File: config.mk
export PLATFORM = sky130hd
export DESIGN_NAME = ram_cmd_arbiter
export DESIGN_NICKNAME = d
export VERILOG_FILES = /design/src/rtl/ram_arb_pkg.sv /design/src/rtl/rr_arbiter2.sv /design/src/rtl/ram_cmd_arbiter.sv
export SDC_FILE = /design/constraint.sdc
export NUM_CORES = 1
export LEC_CHECK = 0
export ABC_CLOCK_PERIOD_IN_PS = 4200
export CAP_MARGIN = 20
export CORE_ASPECT_RATIO = 1.4
export CORE_MARGIN = 5
export CORE_UTILIZATION = 48
export CTS_CLUSTER_DIAMETER = 80
export CTS_CLUSTER_SIZE = 12
export DETAILED_ROUTE_END_ITERATION = 10
export PLACE_DENSITY = 0.86
export SETUP_SLACK_MARGIN = 0.02
export SLEW_MARGIN = 20
export SYNTH_ARGS = -nofsm -noshare
export SYNTH_HDL_FRONTEND = slang
export SYNTH_HIERARCHICAL = 1
export SYNTH_SLANG_ARGS = --single-unit
File: constraint.sdc
create_clock -name clk -period 4.2 [get_ports clk]
set_clock_uncertainty 0.2 [all_clocks]
set_input_delay 0.42 -clock clk [delete_from_list [all_inputs] [get_ports clk]]
set_output_delay 0.42 -clock clk [all_outputs]
set_load 0.005 [all_outputs]
File: src/rtl/ram_arb_pkg.sv
// Shared opcodes and FSM state type for the two-requester RAM command arbiter.
package ram_arb_pkg;

   localparam logic [1:0] CMD_WR_ADDR = 2'b00;
   localparam logic [1:0] CMD_WR_DATA = 2'b01;
   localparam logic [1:0] CMD_RD_ADDR = 2'b10;
   localparam logic [1:0] CMD_RD_DATA = 2'b11;

   typedef enum logic [2:0] {
      IDLE,
      ADDR,
      DATA,
      RWAIT,
      DONE
   } state_t;

endpackage

File: src/rtl/rr_arbiter2.sv
// Two-way round-robin grant; 'last' remembers the previous winner so that
// simultaneous requests alternate. Single requests win regardless of pointer.
module rr_arbiter2 (
   input  logic       clk,
   input  logic       rst,
   input  logic [1:0] req,
   input  logic       update,
   output logic       grant,
   output logic       valid
);

   logic last;

   always_comb begin
      valid = |req;
      grant = (req == 2'b11) ? ~last : req[1];
   end

   // Reset to "r1 granted last" so the first contended grant goes to r0.
   always_ff @(posedge clk or posedge rst) begin
      if (rst)
         last <= 1'b1;
      else if (update && valid)
         last <= grant;
   end

endmodule

File: src/rtl/ram_cmd_arbiter.sv
// Shares a command-driven single-port RAM between two requesters, turning each
// request into an addr/data opcode pair. Optional RAM_ADDR_SKIP_EN skips repeated ADDR commands.
module ram_cmd_arbiter
   import ram_arb_pkg::*;
#(
   parameter int ADDR_W     = 8,
   parameter int DATA_W     = 8,
   parameter int RD_TIMEOUT = 4
) (
   input  logic              clk,
   input  logic              rst,
   input  logic              r0_req,
   input  logic              r0_we,
   input  logic [ADDR_W-1:0] r0_addr,
   input  logic [DATA_W-1:0] r0_wdata,
   output logic              r0_ack,
   output logic              r0_err,
   output logic [DATA_W-1:0] r0_rdata,
   input  logic              r1_req,
   input  logic              r1_we,
   input  logic [ADDR_W-1:0] r1_addr,
   input  logic [DATA_W-1:0] r1_wdata,
   output logic              r1_ack,
   output logic              r1_err,
   output logic [DATA_W-1:0] r1_rdata,
   output logic [ADDR_W+1:0] ram_din,
   output logic              ram_rx_valid,
   input  logic [DATA_W-1:0] ram_dout,
   input  logic              ram_tx_valid,
   output logic              busy
);

   localparam int CNT_W = $clog2(RD_TIMEOUT + 1);

   state_t            state, state_nx;
   logic              grant, req_any;
   logic              gnt_q, we_q, err_q;
   logic [ADDR_W-1:0] addr_q;
   logic [DATA_W-1:0] wdata_q;
   logic [CNT_W-1:0]  cnt;
   logic              rd_timeout, skip_addr;
   logic              sel_we;
   logic [ADDR_W-1:0] sel_addr;
   logic [DATA_W-1:0] sel_wdata;

   rr_arbiter2 u_arb (
      .clk    (clk),
      .rst    (rst),
      .req    ({r1_req, r0_req}),
      .update (state == IDLE),
      .grant  (grant),
      .valid  (req_any)
   );

   assign sel_we     = grant ? r1_we    : r0_we;
   assign sel_addr   = grant ? r1_addr  : r0_addr;
   assign sel_wdata  = grant ? r1_wdata : r0_wdata;
   assign rd_timeout = (cnt == CNT_W'(RD_TIMEOUT - 1));

`ifdef RAM_ADDR_SKIP_EN
   logic [ADDR_W-1:0] wr_shadow, rd_shadow;
   logic              wr_shadow_v, rd_shadow_v;

   // NOTE: shadows are plain flops, not a memory, so resetting them costs nothing and keeps valid bits honest.
   always_ff @(posedge clk or posedge rst) begin
      if (rst) begin
         wr_shadow   <= '0;
         rd_shadow   <= '0;
         wr_shadow_v <= 1'b0;
         rd_shadow_v <= 1'b0;
      end else if (state == ADDR) begin
         if (we_q) begin
            wr_shadow   <= addr_q;
            wr_shadow_v <= 1'b1;
         end else begin
            rd_shadow   <= addr_q;
            rd_shadow_v <= 1'b1;
         end
      end
   end

   assign skip_addr = sel_we ? (wr_shadow_v && (wr_shadow == sel_addr))
                             : (rd_shadow_v && (rd_shadow == sel_addr));
`else
   assign skip_addr = 1'b0;
`endif

   // NOTE: sequential state uses non-blocking assignments so every flop samples pre-edge values.
   always_ff @(posedge clk or posedge rst) begin
      if (rst)
         state <= IDLE;
      else
         state <= state_nx;
   end

   // NOTE: every output gets a default first so no path through the case infers a latch.
   always_comb begin
      state_nx     = state;
      ram_rx_valid = 1'b0;
      ram_din      = '0;
      busy         = (state != IDLE);
      r0_ack       = 1'b0;
      r1_ack       = 1'b0;
      r0_err       = 1'b0;
      r1_err       = 1'b0;
      case (state)
         IDLE:  if (req_any) state_nx = skip_addr ? DATA : ADDR;
         ADDR: begin
            ram_rx_valid = 1'b1;
            ram_din      = {(we_q ? CMD_WR_ADDR : CMD_RD_ADDR), addr_q};
            state_nx     = DATA;
         end
         DATA: begin
            ram_rx_valid = 1'b1;
            ram_din      = we_q ? {CMD_WR_DATA, wdata_q} : {CMD_RD_DATA, {DATA_W{1'b0}}};
            state_nx     = we_q ? DONE : RWAIT;
         end
         RWAIT: if (ram_tx_valid || rd_timeout) state_nx = DONE;
         DONE: begin
            r0_ack   = ~gnt_q;
            r1_ack   = gnt_q;
            r0_err   = ~gnt_q & err_q;
            r1_err   = gnt_q & err_q;
            state_nx = IDLE;
         end
         default: state_nx = IDLE;
      endcase
   end

   always_ff @(posedge clk or posedge rst) begin
      if (rst) begin
         gnt_q    <= 1'b0;
         we_q     <= 1'b0;
         addr_q   <= '0;
         wdata_q  <= '0;
         err_q    <= 1'b0;
         cnt      <= '0;
         r0_rdata <= '0;
         r1_rdata <= '0;
      end else begin
         case (state)
            IDLE: if (req_any) begin
               gnt_q   <= grant;
               we_q    <= sel_we;
               addr_q  <= sel_addr;
               wdata_q <= sel_wdata;
               err_q   <= 1'b0;
            end
            DATA: cnt <= '0;
            RWAIT: begin
               // Read data lands in the granted requester's register as DONE begins.
               if (ram_tx_valid || rd_timeout) begin
                  err_q <= ~ram_tx_valid;
                  if (gnt_q) r1_rdata <= ram_tx_valid ? ram_dout : '0;
                  else       r0_rdata <= ram_tx_valid ? ram_dout : '0;
               end else begin
                  cnt <= cnt + 1'b1;
               end
            end
            default: ;
         endcase
      end
   end

endmodule

==> out/qor.csv, run 1 <==
metric;value;unit
multi_input_area;0.00102;mm2
die-height;90.1;um
num-nets-final;336;
deepest_clock_path_buffer_count;2;
grt_pass1_vias;1838;
cp.buffers_inverters;1;
die_area;0.00606;mm2
finalHoldViolCount;0;
postCtsSetupBuffers;0;
detail_route.wl_per_cell;14.6;um
first_iter_violations;119;
top_level_ports;79;
worst_vdd_ir;0.414;mV
worst_pin_slew;0.952;ns
timing.critical_path.cells;nor2b_1 -> a22oi_1 -> nor2_1 -> clkdlybuf4s50_1;
crit_fanout;20;
final_design_area_no_fill;0.00312;mm2
start_util;0.489;
die-width;67.2;um
tritoncts_clock_tree;yes;
grt_max_degree;36;
crit_path_top_delay_cell;dfrtp_1;
yosys.cell_types.count;38;
detailedRoute.firstPassIterationCount;4;
cts_num_sinks;42;
remaining_drcs;0;
max_cap_viol_count;0;
reg2regPathDepth;3;
dp.cells;342;
ys.flop_type;dfrtp_1;
rsz0062_at_grt;false;
area_growth;41.9;%
grt_use_total;0.176;
critPathCaptureType;output pin;
standard_cell_row_count;29;
worst-endpoint-required;3.58;ns
avgViaCountPerCell;5.19;
powerDensity;641;mW/mm2
worst_setup_hold_path_clk_slew;0.08;ns
inserted_diodes;0;
grt_pass1_wl;8380;um
clockRootBuffer;clkbuf_8;
totalPowerFinal;2.00;mW
outcome;finished clean;
layout_commonest_cell;clkdlybuf4s50_1;
critical_path.max_stage_delay;0.74;ns
cp_top_family;flip-flops;
ys_seq_elements;42;
detailroute.via_count;1818;
postSynth.asyncResetShare;1.00;
cts_hold_buf;0;
area_inside_the_core_boundary;0.00450;mm2
count_of_final_setup_violators;0;
ys_seq_area_frac;0.478;
port_buffers;78;
final_period_minus_worst_setup_slack;3.14;ns
gpl.final_weighted_congestion;0.736;
max_freq;318;MHz
synthesis.area_per_instance;10.3;um2
synth_enable_flop_cells;0;
critical_path.startpoint_type;flip-flop;
register_area;0.00105;mm2
maxSlewViolCount;0;
mappedNetlistArea;0.00220;mm2
p_leak;1.32;nW
min_period_over_period;0.748;
synth_warnings;6;
h_tree_depth;2;
place_area;0.00301;mm2
setup_total_negative_slack;0;ns
holdCritPathClass;primary input to asynchronous set/reset pin;
cts_resized;0;
finalWirelength;5120;um
detailed_place_hpwl;3900;um
share_of_final_layout_standard_cells_stronger_than_drive_strength_1;0.108;
critical_path_cell_count;4;
clk_latency;0.30;ns
syn_nets;262;
postRouteAntennaNets;0;
crit_arrival;2.52;ns
final-instance-count-excl-fill;350;
postSynthCellCount;213;
criticalPathCategory;flip-flop to output pin;
grt_overflow;0;
fillers;365;
mostFrequentLayoutCells;clkdlybuf4s50_1 (78), dfrtp_1 (41), nor2_1 (28), mux2i_1 (25);
cts_inserted_buffers;5;
grt_antenna_before_repair;0;
slew_headroom;0.361;
-- routing by layer --
layer | vias up | global-route usage | wire, um
met5 | - | 0 | 0
li1 | 886 | - | -
met3 | 6 | 0.0536 | 448
met2 | 72 | 0.304 | 2560
met4 | 0 | 0.0508 | 69
met1 | 854 | 0.203 | 2050
-- layout make-up --
| class | count | area share |
|---|---|---|
| Timing Repair Buffer | 82 | 0.260 |
| Sequential cell | 42 | 0.337 |
| Clock inverter | 3 | 0.0128 |
| Multi-Input combinational cell | 142 | 0.326 |
| Clock buffer | 5 | 0.0221 |
| Inverter | 14 | 0.0168 |
| Tap cell | 62 | 0.0249 |
-- logic make-up (layout without fill, tap and decap cells) --
logic type,Yosys count,in the layout,synth area share
compound gates,51,51,0.175
fa+ha+maj,2,2,0.0114
buf+inv,29,104,0.0637
flops,42,42,0.478
mux,27,27,0.124
simple gates,62,62,0.147
-- flip-flops by register name (all words and copies together), names as in the netlist --
name	count
addr_q	8
wdata_q	8
state	3
r1_rdata	8
u_arb/last	1
err_q	1
we_q	1
r0_rdata	8
cnt	3
gnt_q	1
-- through the flow --
step	worst slack, ns	hold WS [ns]	util
2_1_floorplan	2.36	0.110	-
3_3_place_gp	1.46	0.283	0.668
3_5_place_dp	1.41	0.282	0.669
4_1_cts	1.05	0.242	0.694
5_1_grt	0.916	0.264	0.694
6_report	1.06	0.253	0.694
-- synthesized netlist by cell type (3+ instances only) --
cell type | n | share of area
nor3b_1 | 3 | 0.010
nand2_1 | 8 | 0.014
clkbuf_1 | 5 | 0.0085
nor2_1 | 28 | 0.048
o21ai_0 | 3 | 0.0068
buf_4 | 3 | 0.010
nor2b_1 | 3 | 0.0085
a21oi_2 | 13 | 0.052
dfrtp_1 | 41 | 0.47
inv_1 | 14 | 0.024
buf_2 | 4 | 0.0091
a22o_1 | 11 | 0.044
a22oi_1 | 8 | 0.027
nand2b_1 | 6 | 0.017
a21oi_1 | 9 | 0.020
mux2i_1 | 25 | 0.11
-- report_power, final --
group / internal [mW] / switching (mW) / leakage, nW / total (mW)
Sequential: 0.588 / 0.178 / 0.501 / 0.765
Clock: 0.175 / 0.138 / 0.0579 / 0.313
Combinational: 0.536 / 0.384 / 0.765 / 0.920
-- path summary, 6_finish.rpt --
kind,startpoint,slack [ns],end
worst max-delay path,state[0]$_DFFE_PP0P_,1.06,ram_din[1]
worst min-delay path,rst,0.25,u_arb/last$_DFFE_PP1P_
worst max register to register,state[2]$_DFFE_PP0P_,2.10,gnt_q$_DFFE_PP0P_
worst min register to register,r1_rdata[7]$_DFFE_PP0P_,0.31,r1_rdata[7]$_DFFE_PP0P_
max in group asynchronous,rst,2.76,cnt[1]$_DFFE_PP0P_
min in group clk,r1_rdata[7]$_DFFE_PP0P_,0.31,r1_rdata[7]$_DFFE_PP0P_
(Power assumes the default switching activity.)
==> run 2: changes to the inputs <==
- ABC_CLOCK_PERIOD_IN_PS: 4200 -> 3000
- CORE_UTILIZATION: 48 -> 45
- PLACE_DENSITY: 0.86 -> 0.81
- clock period: 4.2 -> 3 ns (I/O delays scaled with it)
==> run 2 against run 1 <==
  * Sequential power is 35% higher
  * First-iteration DRC count shrank 66%
  * Core utilization fell by 4.4 points
  * Largest cell class unchanged
  * Flip-flop and latch count unchanged
  * Largest power group unchanged
==> out/qor.csv, run 2 (synthesis results as in run 1) <==
metric;value;unit;change
outcome;finished clean;;
holdCritPathClass;primary input to asynchronous set/reset pin;;
critical_path.max_stage_delay;0.57;ns;-0.17 ns
grt_busiest_layer;met2;;
detailedRoute.firstPassIterationCount;4;;unchanged
min_period_over_period;0.913;;
timing.rr.start;state[2]$_DFFE_PP0P_;;
top_level_ports;79;;unchanged
final_design_area_no_fill;0.00312;mm2;unchanged
rsz0062_at_grt;false;;
use_met3;0.0423;;-0.0113
switching_share;0.350;;about the same
crit_arrival;2.24;ns;-0.28 ns
gpl.final_weighted_congestion;0.745;;+1.2%
net-switching-power;0.960;mW;+37%
finish.utilization;0.649;;-0.0441
postCtsSetupBuffers;0;;unchanged
dp.cells;347;;+1.5%
mostFrequentLayoutCells;clkdlybuf4s50_1 (78), dfrtp_1 (41), nor2_1 (28), mux2i_1 (25), inv_1 (14);;
share_seq_of_total_power;0.377;;-0.006
crit_path_end;ram_din[0];;
die-height;92.7;um;+2.9%
grt_max_degree;34;;-5.6%
worst-endpoint-required;2.50;ns;-1.08 ns
max_freq;365;MHz;
worst_setup_hold_path_clk_slew;0.08;ns;about the same
power.share.combinational;0.490;;+0.030
setup_total_negative_slack;0;ns;unchanged
critical_path.startpoint_type;flip-flop;;
area_growth;41.9;%;unchanged
place_area;0.00303;mm2;+0.58%
detailed_place_hpwl;4000;um;+2.5%
grt_pass1_wl;8380;um;unchanged
inserted_diodes;0;;unchanged
max_cap_viol_count;0;;unchanged
remaining_drcs;0;;unchanged
worst_pin_slew;0.616;ns;-0.337 ns
h_tree_depth;2;;unchanged
clockRootBuffer;clkbuf_8;;
num-nets-final;339;;+0.89%
detail_route.wl_per_cell;14.1;um;-3.6%
detailroute.via_count;1804;;-0.77%
final-instance-count-excl-fill;355;;+1.4%
cts_hold_buf;0;;unchanged
p_leak;1.33;nW;+0.34%
grt_use_total;0.161;;-0.0153
r2r_end;r0_rdata[3]$_DFFE_PP0P_;;
grt_antenna_before_repair;0;;unchanged
tritoncts_clock_tree;yes;;
powerDensity;879;mW/mm2;+37%
power.clock.fraction;0.133;;-0.024
clk_latency;0.29;ns;about the same
finalWirelength;5010;um;-2.2%
timing.critical_path.cells;nor2b_1 -> a22oi_1 -> nor2_1 -> clkdlybuf4s50_1;;
count_of_final_setup_violators;0;;unchanged
slew_headroom;0.589;;+0.227
cts_num_sinks;42;;unchanged
reg2regPathDepth;5;;+2
grt_overflow;0;;unchanged
maxSlewViolCount;0;;unchanged
avgViaCountPerCell;5.08;;-2.2%
cell_internal_pwr;1.78;mW;+37%
critical_path.startpoint;state[1]$_DFFE_PP0P_;;
standard_cell_row_count;30;;+3.4%
deepest_clock_path_buffer_count;2;;unchanged
cts_resized;0;;unchanged
gr-usage-met2;0.303;;-0.00100
area_inside_the_core_boundary;0.00480;mm2;+6.8%
postRouteAntennaNets;0;;unchanged
critical_path_cell_count;4;;unchanged
cp.buffers_inverters;1;;unchanged
cp_top_family;simple AND/OR/NAND/NOR gates;;
finalHoldWorstSlack;0.0841;ns;-0.169 ns
criticalPathCategory;flip-flop to output pin;;
worst_vdd_ir;0.601;mV;+45%
finalHoldViolCount;0;;unchanged
globalRouteMet1Util;0.174;;-0.0284
port_buffers;78;;unchanged
layout_commonest_cell;clkdlybuf4s50_1;;
share_of_final_layout_standard_cells_stronger_than_drive_strength_1;0.113;;+0.00576
first_iter_violations;40;;-66%
start_util;0.458;;-0.0311
grt_pass1_vias;1886;;+2.6%
crit_path_top_delay_cell;nor2b_1;;
final_period_minus_worst_setup_slack;2.74;ns;
die-width;69.1;um;+2.8%
reg2reg_slack;1.05;ns;-1.05 ns
crit_fanout;17;;-15%
critPathCaptureType;output pin;;
cts_inserted_buffers;5;;unchanged
die_area;0.00641;mm2;+5.8%
run 2: cell count changes in the layout (fill, tap and decap cells not counted), sizes merged:
cell	delta
buf	+3
clkbuf	+2
clkinv	-2
bufinv	-1
inv	+1
run 2: power groups by stage:
stage               logic, mW  clock network (mW)  registers [mW]
floorplan               0.828                   0           0.967
global placement         1.33                   0            1.04
detailed placement       1.37                   0            1.04
CTS                      1.37               0.371            1.04
global route             1.49               0.400            1.07
finish                   1.34               0.365            1.03
run 2: worst register-to-register path, cell delays in order, from the launching register on:
cell	delay, ns
dfrtp_1	0.52
buf_4	0.24
and3b_1	0.24
nor3b_1	0.19
buf_4	0.24
mux2i_1	0.23
run 2: how the worst min path moves through the flow:
stage / depth (start not counted) / from / slack [ns] / end
6_report: 2 / rst / 0.08 / r0_rdata[4]$_DFFE_PP0P_
4_1_cts: 2 / rst / 0.10 / r0_rdata[6]$_DFFE_PP0P_
2_1_floorplan: 1 / rst / -0.01 / u_arb/last$_DFFE_PP1P_
5_1_grt: 2 / rst / 0.15 / r0_rdata[6]$_DFFE_PP0P_
3_5_place_dp: 1 / r1_rdata[7]$_DFFE_PP0P_ / 0.29 / r1_rdata[7]$_DFFE_PP0P_
3_3_place_gp: 1 / r1_rdata[6]$_DFFE_PP0P_ / 0.28 / r1_rdata[6]$_DFFE_PP0P_
run 2: final cells by class:
type	instances	area, um2
clock buffers	7	86.3
clock inverters	1	5.00
fillers	418	1680
inverters	14	52.6
multi-input cells	142	1010
flip-flops and latches	42	1050
well taps	64	80.1
repair buffers	85	833
run 2: metal layers:
layer,share of wire,vias to the layer above
li1,-,891
met1,0.41,841
met2,0.52,68
met3,0.067,4
met4,0.010,0
met5,0,-
run 2: per-stage QoR:
step,total power [mW],setup WS (ns)
after CTS,2.78,0.227
after detailed placement,2.41,0.540
after global routing,2.96,0.0834
final,2.74,0.262
after floorplan,1.80,1.17
after global placement,2.36,0.587
